===== config.mk =====
export PLATFORM = sky130hd
export DESIGN_NAME = video_request_arbiter
export DESIGN_NICKNAME = d
export VERILOG_FILES = /design/src/rtl/video_request_arbiter.sv
export SDC_FILE = /design/constraint.sdc
export NUM_CORES = 1
export LEC_CHECK = 0
export CAP_MARGIN = 20
export CORE_MARGIN = 4
export CORE_UTILIZATION = 35
export CTS_CLUSTER_DIAMETER = 120
export DETAILED_ROUTE_END_ITERATION = 10
export GPL_TIMING_DRIVEN = 0
export PLACE_DENSITY = 0.79
export RECOVER_POWER = 25
export SYNTH_ARGS = -nofsm -noshare
export SYNTH_HDL_FRONTEND = slang
export SYNTH_SLANG_ARGS = --single-unit

===== constraint.sdc =====
create_clock -name scalerClock -period 2.3 [get_ports scalerClock]
set_input_delay 0.46 -clock scalerClock [delete_from_list [all_inputs] [get_ports scalerClock]]
set_output_delay 0.46 -clock scalerClock [all_outputs]
set_load 0.01 [all_outputs]

===== src/rtl/video_request_arbiter.sv =====
// Round-robin arbiter sharing one upstream video source between two downstream
// pipelines: one chunk request in flight, response pixels routed back to its owner.
module video_request_arbiter #(
  parameter int CHUNK_BITS     = 5,
  parameter int HACTIVE_BITS   = 11,
  parameter int VACTIVE_BITS   = 11,
  parameter int BITS_PER_PIXEL = 16,
  localparam int REQUEST_BITS  = VACTIVE_BITS + HACTIVE_BITS - CHUNK_BITS
) (
  input  logic                      scalerClock,
  input  logic                      reset,

  output logic                      ds0RequestFifoReadEnable,
  input  logic                      ds0RequestFifoEmpty,
  input  logic [REQUEST_BITS-1:0]   ds0RequestFifoReadData,
  output logic                      ds0ResponseFifoWriteEnable,
  input  logic                      ds0ResponseFifoFull,
  output logic [BITS_PER_PIXEL-1:0] ds0ResponseFifoWriteData,

  output logic                      ds1RequestFifoReadEnable,
  input  logic                      ds1RequestFifoEmpty,
  input  logic [REQUEST_BITS-1:0]   ds1RequestFifoReadData,
  output logic                      ds1ResponseFifoWriteEnable,
  input  logic                      ds1ResponseFifoFull,
  output logic [BITS_PER_PIXEL-1:0] ds1ResponseFifoWriteData,

  input  logic                      upstreamRequestFifoReadEnable,
  output logic                      upstreamRequestFifoEmpty,
  output logic [REQUEST_BITS-1:0]   upstreamRequestFifoReadData,
  input  logic                      upstreamResponseFifoWriteEnable,
  output logic                      upstreamResponseFifoFull,
  input  logic [BITS_PER_PIXEL-1:0] upstreamResponseFifoWriteData,

  output logic                      owner,
  output logic                      protocolError
);

  typedef enum logic [1:0] {IDLE, OFFER, STREAM} state_t;

  state_t                  state_q, state_d;
  logic [REQUEST_BITS-1:0] req_q, req_d;
  logic                    owner_q, owner_d;
  logic                    last_served_q, last_served_d;
  logic [CHUNK_BITS-1:0]   count_q, count_d;
  logic                    protocol_error_q, protocol_error_d;

  logic req0, req1, grant_port, owner_full, in_stream;
  logic write_ok, final_write, arb_slot;

  always_comb begin
    req0        = !ds0RequestFifoEmpty;
    req1        = !ds1RequestFifoEmpty;
    grant_port  = (req0 && req1) ? !last_served_q : req1;
    owner_full  = owner_q ? ds1ResponseFifoFull : ds0ResponseFifoFull;
    in_stream   = (state_q == STREAM);
    write_ok    = in_stream && upstreamResponseFifoWriteEnable && !owner_full;
    final_write = write_ok && (count_q == '1);
    // Grants are held off while reset is asserted so no requester FIFO is popped.
    arb_slot    = reset && (req0 || req1) && ((state_q == IDLE) || final_write);

    state_d          = state_q;
    req_d            = req_q;
    owner_d          = owner_q;
    last_served_d    = last_served_q;
    count_d          = count_q;
    protocol_error_d = protocol_error_q;

    case (state_q)
      OFFER: begin
        if (upstreamRequestFifoReadEnable) begin
          state_d = STREAM;
          count_d = '0;
        end
      end
      STREAM: begin
        if (write_ok) begin
          count_d = count_q + CHUNK_BITS'(1);
          if (final_write) state_d = IDLE;
        end
      end
      default: state_d = IDLE;
    endcase

    // The final write of a chunk may re-arbitrate directly into OFFER.
    if (arb_slot) begin
      state_d       = OFFER;
      req_d         = grant_port ? ds1RequestFifoReadData : ds0RequestFifoReadData;
      owner_d       = grant_port;
      last_served_d = grant_port;
    end

    if ((upstreamResponseFifoWriteEnable && (!in_stream || owner_full)) ||
        (upstreamRequestFifoReadEnable && (state_q != OFFER)))
      protocol_error_d = 1'b1;
  end

  always_ff @(posedge scalerClock or negedge reset) begin
    if (!reset) begin
      state_q          <= IDLE;
      req_q            <= '0;
      owner_q          <= 1'b0;
      last_served_q    <= 1'b1;
      count_q          <= '0;
      protocol_error_q <= 1'b0;
    end else begin
      state_q          <= state_d;
      req_q            <= req_d;
      owner_q          <= owner_d;
      last_served_q    <= last_served_d;
      count_q          <= count_d;
      protocol_error_q <= protocol_error_d;
    end
  end

  assign ds0RequestFifoReadEnable    = arb_slot && !grant_port;
  assign ds1RequestFifoReadEnable    = arb_slot && grant_port;
  assign ds0ResponseFifoWriteEnable  = write_ok && !owner_q;
  assign ds1ResponseFifoWriteEnable  = write_ok && owner_q;
  assign ds0ResponseFifoWriteData    = upstreamResponseFifoWriteData;
  assign ds1ResponseFifoWriteData    = upstreamResponseFifoWriteData;
  assign upstreamRequestFifoEmpty    = (state_q != OFFER);
  assign upstreamRequestFifoReadData = req_q;
  assign upstreamResponseFifoFull    = in_stream && owner_full;
  assign owner                       = owner_q;
  assign protocolError               = protocol_error_q;

endmodule


=== After elaboration in Yosys (flattened, before gate mapping) ===
Cells that the tools add are included.
W data, S select, Z words.

* Register bits: 27
* Bits of input ports: 58
* Output and inout bits: 57
* Logic and storage cells: 55

* Add/subtract/negate cells: 1
* Equal/unequal tests: 9
* Multiplexer cells: 11
* Reductions and logical operators: 28

{| class="wikitable"
|+ Operator list
! kind !! count
|-
| $mux W17 || 1
|-
| $logic_and A1 B1 Y1 || 13
|-
| $mux W5 || 2
|-
| $pmux W5 S2 || 1
|-
| $mux W2 || 4
|-
| $logic_not A1 Y1 || 7
|-
| $ne A3 B1 Y1 const B || 2
|-
| $reduce_and A3 Y1 || 2
|-
| $add A5 B1 Y5 const B || 1
|-
| $eq A5 B5 Y1 const B || 1
|-
| $logic_or A1 B1 Y1 || 4
|-
| $ne A2 B1 Y1 const B || 2
|-
| $pmux W2 S2 || 1
|-
| $ne A3 B3 Y1 const B || 1
|-
| $eq A2 B1 Y1 const B || 1
|-
| $eq A2 B2 Y1 const B || 1
|-
| $logic_not A2 Y1 || 1
|-
| $mux W1 || 2
|-
| $ne A2 B2 Y1 const B || 1
|-
| $reduce_bool A2 Y1 || 1
|}

=== Logic depth before layout (Yosys ltp) ===
Gate-level depths: netlist of the first run.

* Depth after elaboration: 8
* Mapped depth: 8
* Depth with buffers taken out: 7

=== Least setup slack after synthesis of the first run ===
No wires, ideal clock.

* Path kind: reg2out
* Start: register count_q[0]
* End: output ds1RequestFifoReadEnable
* Arrival: 1.631 ns
* Data required time: 1.840 ns
* Path slack: 0.209 ns
* Stages on the path, launching flop included: 9
* Path buffers: 1
* Path through: dfrtp_1 > ha_1 > and3_1 > ha_1 > inv_1 > nor3_4 > o21ba_4 > buf_12 > and2_1

* Word-level cells in the longest chain between the ends: 5

{| class="wikitable"
|+ RTL lines
! element !! RTL line !! text
|-
| start: declaration || 44 || <nowiki>logic [CHUNK_BITS-1:0] count_q, count_d;</nowiki>
|-
| start signal: assignment || 110 || <nowiki>count_q <= count_d;</nowiki>
|-
| $eq A5 B5 Y1 || 57 || <nowiki>final_write = write_ok && (count_q == '1);</nowiki>
|-
| $logic_and A1 B1 Y1 || 57 ||
|-
| $logic_or A1 B1 Y1 || 59 || <nowiki>arb_slot = reset && (req0 || req1) && ((state_q == IDLE) || final_write);</nowiki>
|-
| $logic_and A1 B1 Y1 || 59 ||
|-
| $logic_and A1 B1 Y1 || 116 || <nowiki>assign ds1RequestFifoReadEnable = arb_slot && grant_port;</nowiki>
|-
| end: declaration || 20 || <nowiki>output logic ds1RequestFifoReadEnable,</nowiki>
|}

Every way passes these cells.

=== Final worst setup path of the first run ===
* Start: register count_q[0]
* End: output ds0RequestFifoReadEnable

* Word-level cells in the longest chain between the ends: 5

{| class="wikitable"
|+ RTL lines
! element !! RTL line !! text
|-
| $eq A5 B5 Y1 || 57 ||
|-
| $logic_and A1 B1 Y1 || 57 ||
|-
| $logic_or A1 B1 Y1 || 59 ||
|-
| $logic_and A1 B1 Y1 || 59 ||
|-
| $logic_and A1 B1 Y1 || 115 || <nowiki>assign ds0RequestFifoReadEnable = arb_slot && !grant_port;</nowiki>
|-
| end: declaration || 13 || <nowiki>output logic ds0RequestFifoReadEnable,</nowiki>
|}

Every way passes these cells.

==> impl_metrics.tcl, run 1 <==
set metrics [dict create \
    chipHeight_microns 78.3 \
    clock-root-buffer "clkbuf_8" \
    drive_above_1_share 0.377 \
    final.setup_skew_ns 0.00188 \
    vias_per_cell 4.43 \
    power.internal_mw 1.67 \
    rsz0062_at_grt "true" \
    crit_family "simple AND/OR/NAND/NOR gates" \
    p_seq_frac 0.346 \
    wl_per_cell_microns 13.4 \
    crit_start "count_q[0]$_DFFE_PN0P_" \
    ctsLongestPathBuffers 2 \
    antenna_found_initial 0 \
    fmax_mhz 436 \
    critPathMaxFanout 4 \
    setup_viol 0 \
    max_stage_delay_ns 0.39 \
    hold_viol 0 \
    tightestPinTransition_ns 0.407 \
    dpl.hpwl_mm 3.48 \
    worst-path-buf-inv 2 \
    area_growth_pct 68.0 \
    crit_chain "ha_2 > and3_4 > ha_4 > inv_2 > nor3_4 > o21ba_4 > nor2b_1 > buf_2" \
    htreeDepth 1 \
    p_switching_uw 703 \
    hold_path_class "primary input to asynchronous set/reset pin" \
    worst_setup_path_end_kind "output pin" \
    clock_latency_ns 0.26 \
    coreArea_sq_um 4750 \
    worstPathRequired_ns 1.84 \
    cpMaxStageDelayCell "dfrtp_1" \
    tns_ns 0 \
    cts_sinks 27 \
    num_antenna_cells 0 \
    grt_pass1_wl_mm 6.79 \
    crit_type "flop to output pin" \
    cp.arrival_ns 1.83 \
    drt-pass1-iter-count 4 \
    vias 1414 \
    grt_usage 0.137 \
    start_kind "flop" \
    yosys_warnings 0 \
    synth_cell_types 28 \
    initial_utilization 0.364 \
    die_w_microns 78.3 \
    cts_hold_buf 0 \
    relSlewSlack 0.728 \
    power.share.clock 0.109 \
    avgSynthCellArea_sq_um 12.1 \
    finalCritPeriodShare 0.997 \
    grt_pass1_vias 1505 \
    netlist_area_sq_um 1730 \
    ys_seq_elements 27 \
    ant_nets 0 \
    cts_tree "built" \
    p_comb_frac 0.545 \
    timing.rr.start "count_q[0]$_DFFE_PN0P_" \
    totalWireLength_mm 4.26 \
    fillerInstances 419 \
    finalCriticalPeriod_ns 2.29 \
    clkSlewWorstSetupHoldPaths_ns 0.09 \
    yosysSeqAreaShare 0.391 \
    drv_slew 0 \
    io_buffers 98 \
    die-area_sq_um 6140 \
    leakage_nw 1.30 \
    fp-row-count 25 \
    io_pins 115 \
    switching_share 0.296 \
    ir_worst_vdd_v 0.000539 \
    drt_iter0_markers 23 \
    grt_overflow 0 \
    nets 313 \
    netlist_instances 143 \
    max_cap_viol_count 0 \
    syn-num-nets 203 \
    routabilityCongestion 0.767 \
    grt_max_degree 17 \
    cts_buffers 3 \
    route.detailed.drc 0 \
    placed_cell_area_sq_um 2820 \
    final_area_sq_um 2910 \
    outcome "finished, final reports clean" \
    power_per_cell_area_nw_per_um2 816 \
]
[cells in the final DEF, fill, tap and decap left out, types with 2 or more instances in the layout]
| master | netlist | final |
|---|---|---|
| mux2_4 | 19 | 19 |
| mux2_2 | 19 | 19 |
| nor3_1 | 3 | 3 |
| and2_1 | 2 | 2 |
| buf_2 | 0 | 2 |
| a21oi_1 | 2 | 2 |
| nor2_1 | 2 | 2 |
| o21ai_0 | 3 | 3 |
| clkbuf_8 | 0 | 3 |
| clkbuf_2 | 0 | 2 |
| nand2_1 | 10 | 10 |
| buf_4 | 32 | 39 |
| dfrtp_1 | 26 | 26 |
| mux2i_1 | 2 | 2 |
| clkdlybuf4s50_1 | 0 | 90 |
| nand2b_1 | 2 | 2 |
| nor2b_1 | 2 | 2 |
| dlygate4sd2_1 | 0 | 5 |
[final timing paths]
kind | endpoint | slack (ns) | cells past startpoint
worst max-delay path | ds0RequestFifoReadEnable | 0.007 | 8
worst min-delay path | count_q[3]$_DFFE_PN0P_ | 0.19 | 1
worst max register to register | upstreamRequestFifoReadData[11]$_DFFE_PN0P_ | 0.21 | 10
worst min register to register | protocolError$_DFFE_PN0P_ | 0.48 | 1
max in group asynchronous | last_served_q$_DFFE_PN1P_ | 1.62 | 2
min in group scalerClock | protocolError$_DFFE_PN0P_ | 0.48 | 1
[power groups by stage]
stage,Clock (mW),Combinational (mW),Sequential [mW]
after floorplan,0,0.610,0.889
after global placement,0,1.26,0.822
after detailed placement,0,1.28,0.828
after CTS,0.276,1.32,0.820
after global routing,0.296,1.39,0.851
final,0.260,1.29,0.821
[worst reg2reg max path, stage by stage (launching register included)]
cell     delay (ns)
dfrtp_1        0.39
ha_2           0.19
and3_4         0.20
ha_4           0.13
inv_2          0.04
nor3_4         0.19
o21ba_4        0.19
buf_4          0.10
buf_4          0.11
buf_12         0.14
mux2_4         0.31
[repair_timing]
| action | CTS | global route |
|---|---|---|
| endpoints found under the setup margin | 21 | 7 |
| gates resized for setup | 22 | 2 |
| buffers inserted | 6 | 1 |
| pin swaps | 3 | 3 |
[flip-flops by register name, summed over array words and instances (netlist names)]
| register | count |
|---|---|
| upstreamRequestFifoReadData | 17 |
| count_q | 5 |
| state_q | 2 |
| last_served_q | 1 |
| owner | 1 |
| protocolError | 1 |
[cell usage after synthesis]
master / number / share of area
buf_4: 32 / 0.14
dfrtp_1: 26 / 0.38
mux2_2: 19 / 0.12
mux2_4: 19 / 0.16
nand2_1: 10 / 0.022
nor3_1: 3 / 0.0087
o21ai_0: 3 / 0.0087
a21oi_1: 2 / 0.0058
and2_1: 2 / 0.0072
buf_12: 2 / 0.023
clkbuf_1: 2 / 0.0043
ha_1: 2 / 0.014
inv_1: 2 / 0.0043
mux2i_1: 2 / 0.012
nand2b_1: 2 / 0.0072
nor2_1: 2 / 0.0043
nor2b_1: 2 / 0.0072
and3_1: 1 / 0.0036
dfstp_2: 1 / 0.015
nand3_1: 1 / 0.0029
nand3b_1: 1 / 0.0043
nand3b_2: 1 / 0.0065
nor3_4: 1 / 0.0094
nor3b_1: 1 / 0.0043
o21ba_4: 1 / 0.0094
o21bai_1: 1 / 0.0043
o22ai_1: 1 / 0.0036
xor2_1: 1 / 0.0051
[logic make-up after synthesis]
family          count (synthesis)  synth area share
xor+xnor                        1           0.00506
fa+ha+maj                       2            0.0144
mux                            40             0.300
buf+inv                        38             0.171
flops                          27             0.391
simple gates                   27            0.0874
compound gates                  8            0.0318
[per-stage QoR]
| stage | util | power [mW] | hold slack [ns] | worst slack [ns] | instances |
|---|---|---|---|---|---|
| global placement | 0.588 | 2.08 | 0.463 | -1.43 | 308 |
| detailed placement | 0.594 | 2.10 | 0.466 | -1.04 | 309 |
| CTS | 0.614 | 2.42 | 0.199 | -0.0540 | 319 |
| finish | 0.612 | 2.37 | 0.192 | 0.00717 | 319 |
| global route | 0.612 | 2.53 | 0.207 | -0.0982 | 319 |
| floorplan | - | 1.50 | 0.164 | 0.209 | 143 |
[area by class of cell]
type / instances / area (sq um) / share of cell area
plain buffers: 35 / 270 / 0.0929
multi-input cells: 78 / 779 / 0.268
repair buffers: 106 / 1050 / 0.360
flip-flops and latches: 27 / 677 / 0.233
clock buffers: 4 / 45.0 / 0.0155
inverters: 2 / 7.51 / 0.00258
well taps: 67 / 83.8 / 0.0288
[routing by layer]
metal | global-route usage | wire (microns)
met5 | 0 | 0
met4 | 0.0105 | 7
met3 | 0.0436 | 331
met2 | 0.269 | 2370
met1 | 0.146 | 1560
No activity file was read; power rests on OpenSTA's default activity.
==> run 2: changes to the inputs <==
--- a/config.mk
+++ b/config.mk
@@ -13,6 +13,7 @@
 export GPL_TIMING_DRIVEN = 0
 export PLACE_DENSITY = 0.79
 export RECOVER_POWER = 25
+export REMOVE_ABC_BUFFERS = 1
 export SYNTH_ARGS = -nofsm -noshare
 export SYNTH_HDL_FRONTEND = slang
 export SYNTH_SLANG_ARGS = --single-unit
==> impl_metrics.tcl, run 2 (synthesized netlist as in run 1, its figures left out) <==
set metrics [dict create \
    outcome "finished, final reports clean" \
    cts_buffers 3 \
    drv_slew 0 \
    ctsLongestPathBuffers 2 \
    worstPathRequired_ns 1.84 \
    io_pins 115 \
    vias 1212 \
    fp-row-count 25 \
    nets 252 \
    largest_reg_flops 17 \
    vias_per_cell 4.70 \
    cpMaxStageDelayCell "dfrtp_1" \
    placed_cell_area_sq_um 2230 \
    worst_setup_path_end_kind "output pin" \
    power_per_cell_area_nw_per_um2 968 \
    max_cap_viol_count 0 \
    drive_above_1_share 0.356 \
    routabilityCongestion 0.743 \
    p_switching_uw 701 \
    die_w_microns 78.3 \
    max_stage_delay_ns 0.38 \
    multi_input_area_sq_um 808 \
    finalCritPeriodShare 0.986 \
    cp.arrival_ns 1.81 \
    die-area_sq_um 6140 \
    coreArea_sq_um 4750 \
    clkSlewWorstSetupHoldPaths_ns 0.09 \
    worst-path-buf-inv 2 \
    crit_chain "ha_2 > and3_4 > ha_4 > inv_2 > nor3_4 > o21ba_4 > nor2b_4 > buf_6" \
    chipHeight_microns 78.3 \
    hold_viol 0 \
    clock_latency_ns 0.26 \
    grt_pass1_vias 1292 \
    ant_nets 0 \
    critPathMaxFanout 4 \
    drt-pass1-iter-count 4 \
    cts_hold_buf 0 \
    clock-root-buffer "clkbuf_8" \
    hold_path_class "primary input to asynchronous set/reset pin" \
    route.detailed.drc 0 \
    p_seq_frac 0.356 \
    setup_viol 0 \
    rsz0062_at_grt "true" \
    fmax_mhz 441 \
    power.internal_mw 1.62 \
    totalWireLength_mm 4.26 \
    final_area_sq_um 2400 \
    p_comb_frac 0.531 \
    relSlewSlack 0.702 \
    layout_common_cells "clkdlybuf4s50_1 (59), dfrtp_1 (26), mux2_4 (19), mux2_2 (19), buf_4 (11)" \
    drt_iter0_markers 29 \
    grt_max_degree 19 \
    dpl.hpwl_mm 3.03 \
    area_growth_pct 38.6 \
    tightestPinTransition_ns 0.447 \
    wl_per_cell_microns 16.5 \
    htreeDepth 1 \
    num_antenna_cells 0 \
    seqCellArea_sq_um 677 \
    fillerInstances 442 \
    grt_usage 0.136 \
    final.setup_skew_ns 0.00224 \
    crit_type "flop to output pin" \
    finalCriticalPeriod_ns 2.27 \
    cts_tree "built" \
    grt_overflow 0 \
    crit_family "simple AND/OR/NAND/NOR gates" \
    start_kind "flop" \
    initial_utilization 0.364 \
    io_buffers 66 \
    cts_sinks 27 \
    power.share.clock 0.113 \
    switching_share 0.302 \
    antenna_found_initial 0 \
    ir_worst_vdd_v 0.000468 \
    layout_commonest_cell "clkdlybuf4s50_1" \
    total_power_mw 2.32 \
    grt_pass1_wl_mm 6.42 \
    leakage_nw 1.04 \
]
run 2: power groups by stage:
stage / Clock [mW] / Sequential [mW] / Combinational (mW)
after floorplan: 0 / 0.889 / 0.514
after global placement: 0 / 0.821 / 1.11
after detailed placement: 0 / 0.829 / 1.13
after CTS: 0.277 / 0.826 / 1.21
after global routing: 0.296 / 0.854 / 1.31
final: 0.262 / 0.827 / 1.23
run 2: what timing repair did:
action,CTS,global route
setup endpoints to repair,23,2
hold endpoints to repair,0,0
pin swaps,2,2
buffers inserted,9,2
gates resized for setup,18,6
cloned,1,0
run 2: worst register-to-register path, cell delays in order (launching register included):
cell	delay, ns
dfrtp_1	0.38
ha_2	0.19
and3_4	0.19
ha_4	0.13
inv_2	0.04
nor3_4	0.19
buf_4	0.15
o21ba_2	0.41
mux2_4	0.34
run 2: metal layers:
layer | share of wire | vias to the layer above | track usage | wire length (microns)
li1 | - | 552 | - | -
met1 | 0.43 | 569 | 0.165 | 1830
met2 | 0.42 | 83 | 0.193 | 1800
met3 | 0.13 | 6 | 0.0814 | 570
met4 | 0.010 | 2 | 0.0420 | 43
met5 | 0.0052 | - | 0.0636 | 22
run 2: layout make-up:
class                      count  area share
multi-input combinational     79       0.337
timing repair buffer          79       0.324
sequential                    27       0.282
tap                           67      0.0349
clock buffer                   4      0.0188
inverter                       2     0.00313
run 2: metrics by stage:
| stage | setup slack [ns] | setup TNS (ns) | hold WS (ns) | util | cells |
|---|---|---|---|---|---|
| after floorplan | 0.0519 | 0 | 0.164 | - | 107 |
| after global placement | -1.61 | -22.45 | 0.467 | 0.460 | 240 |
| after detailed placement | -1.12 | -9.64 | 0.467 | 0.470 | 242 |
| after CTS | 0.000649 | 0 | 0.169 | 0.495 | 256 |
| after global routing | -0.0591 | -0.114 | 0.169 | 0.505 | 258 |
| final | 0.0333 | 0 | 0.169 | 0.505 | 258 |
run 2: worst paths after layout:
check | start | end | slack (ns) | depth (start not counted)
worst max-delay path | count_q[0]$_DFFE_PN0P_ | ds0RequestFifoReadEnable | 0.03 | 8
worst min-delay path | reset | upstreamRequestFifoReadData[13]$_DFFE_PN0P_ | 0.17 | 1
worst max register to register | count_q[0]$_DFFE_PN0P_ | upstreamRequestFifoReadData[12]$_DFFE_PN0P_ | 0.19 | 8
worst min register to register | protocolError$_DFFE_PN0P_ | protocolError$_DFFE_PN0P_ | 0.48 | 1
max in group asynchronous | reset | last_served_q$_DFFE_PN1P_ | 1.66 | 2
min in group scalerClock | protocolError$_DFFE_PN0P_ | protocolError$_DFFE_PN0P_ | 0.48 | 1
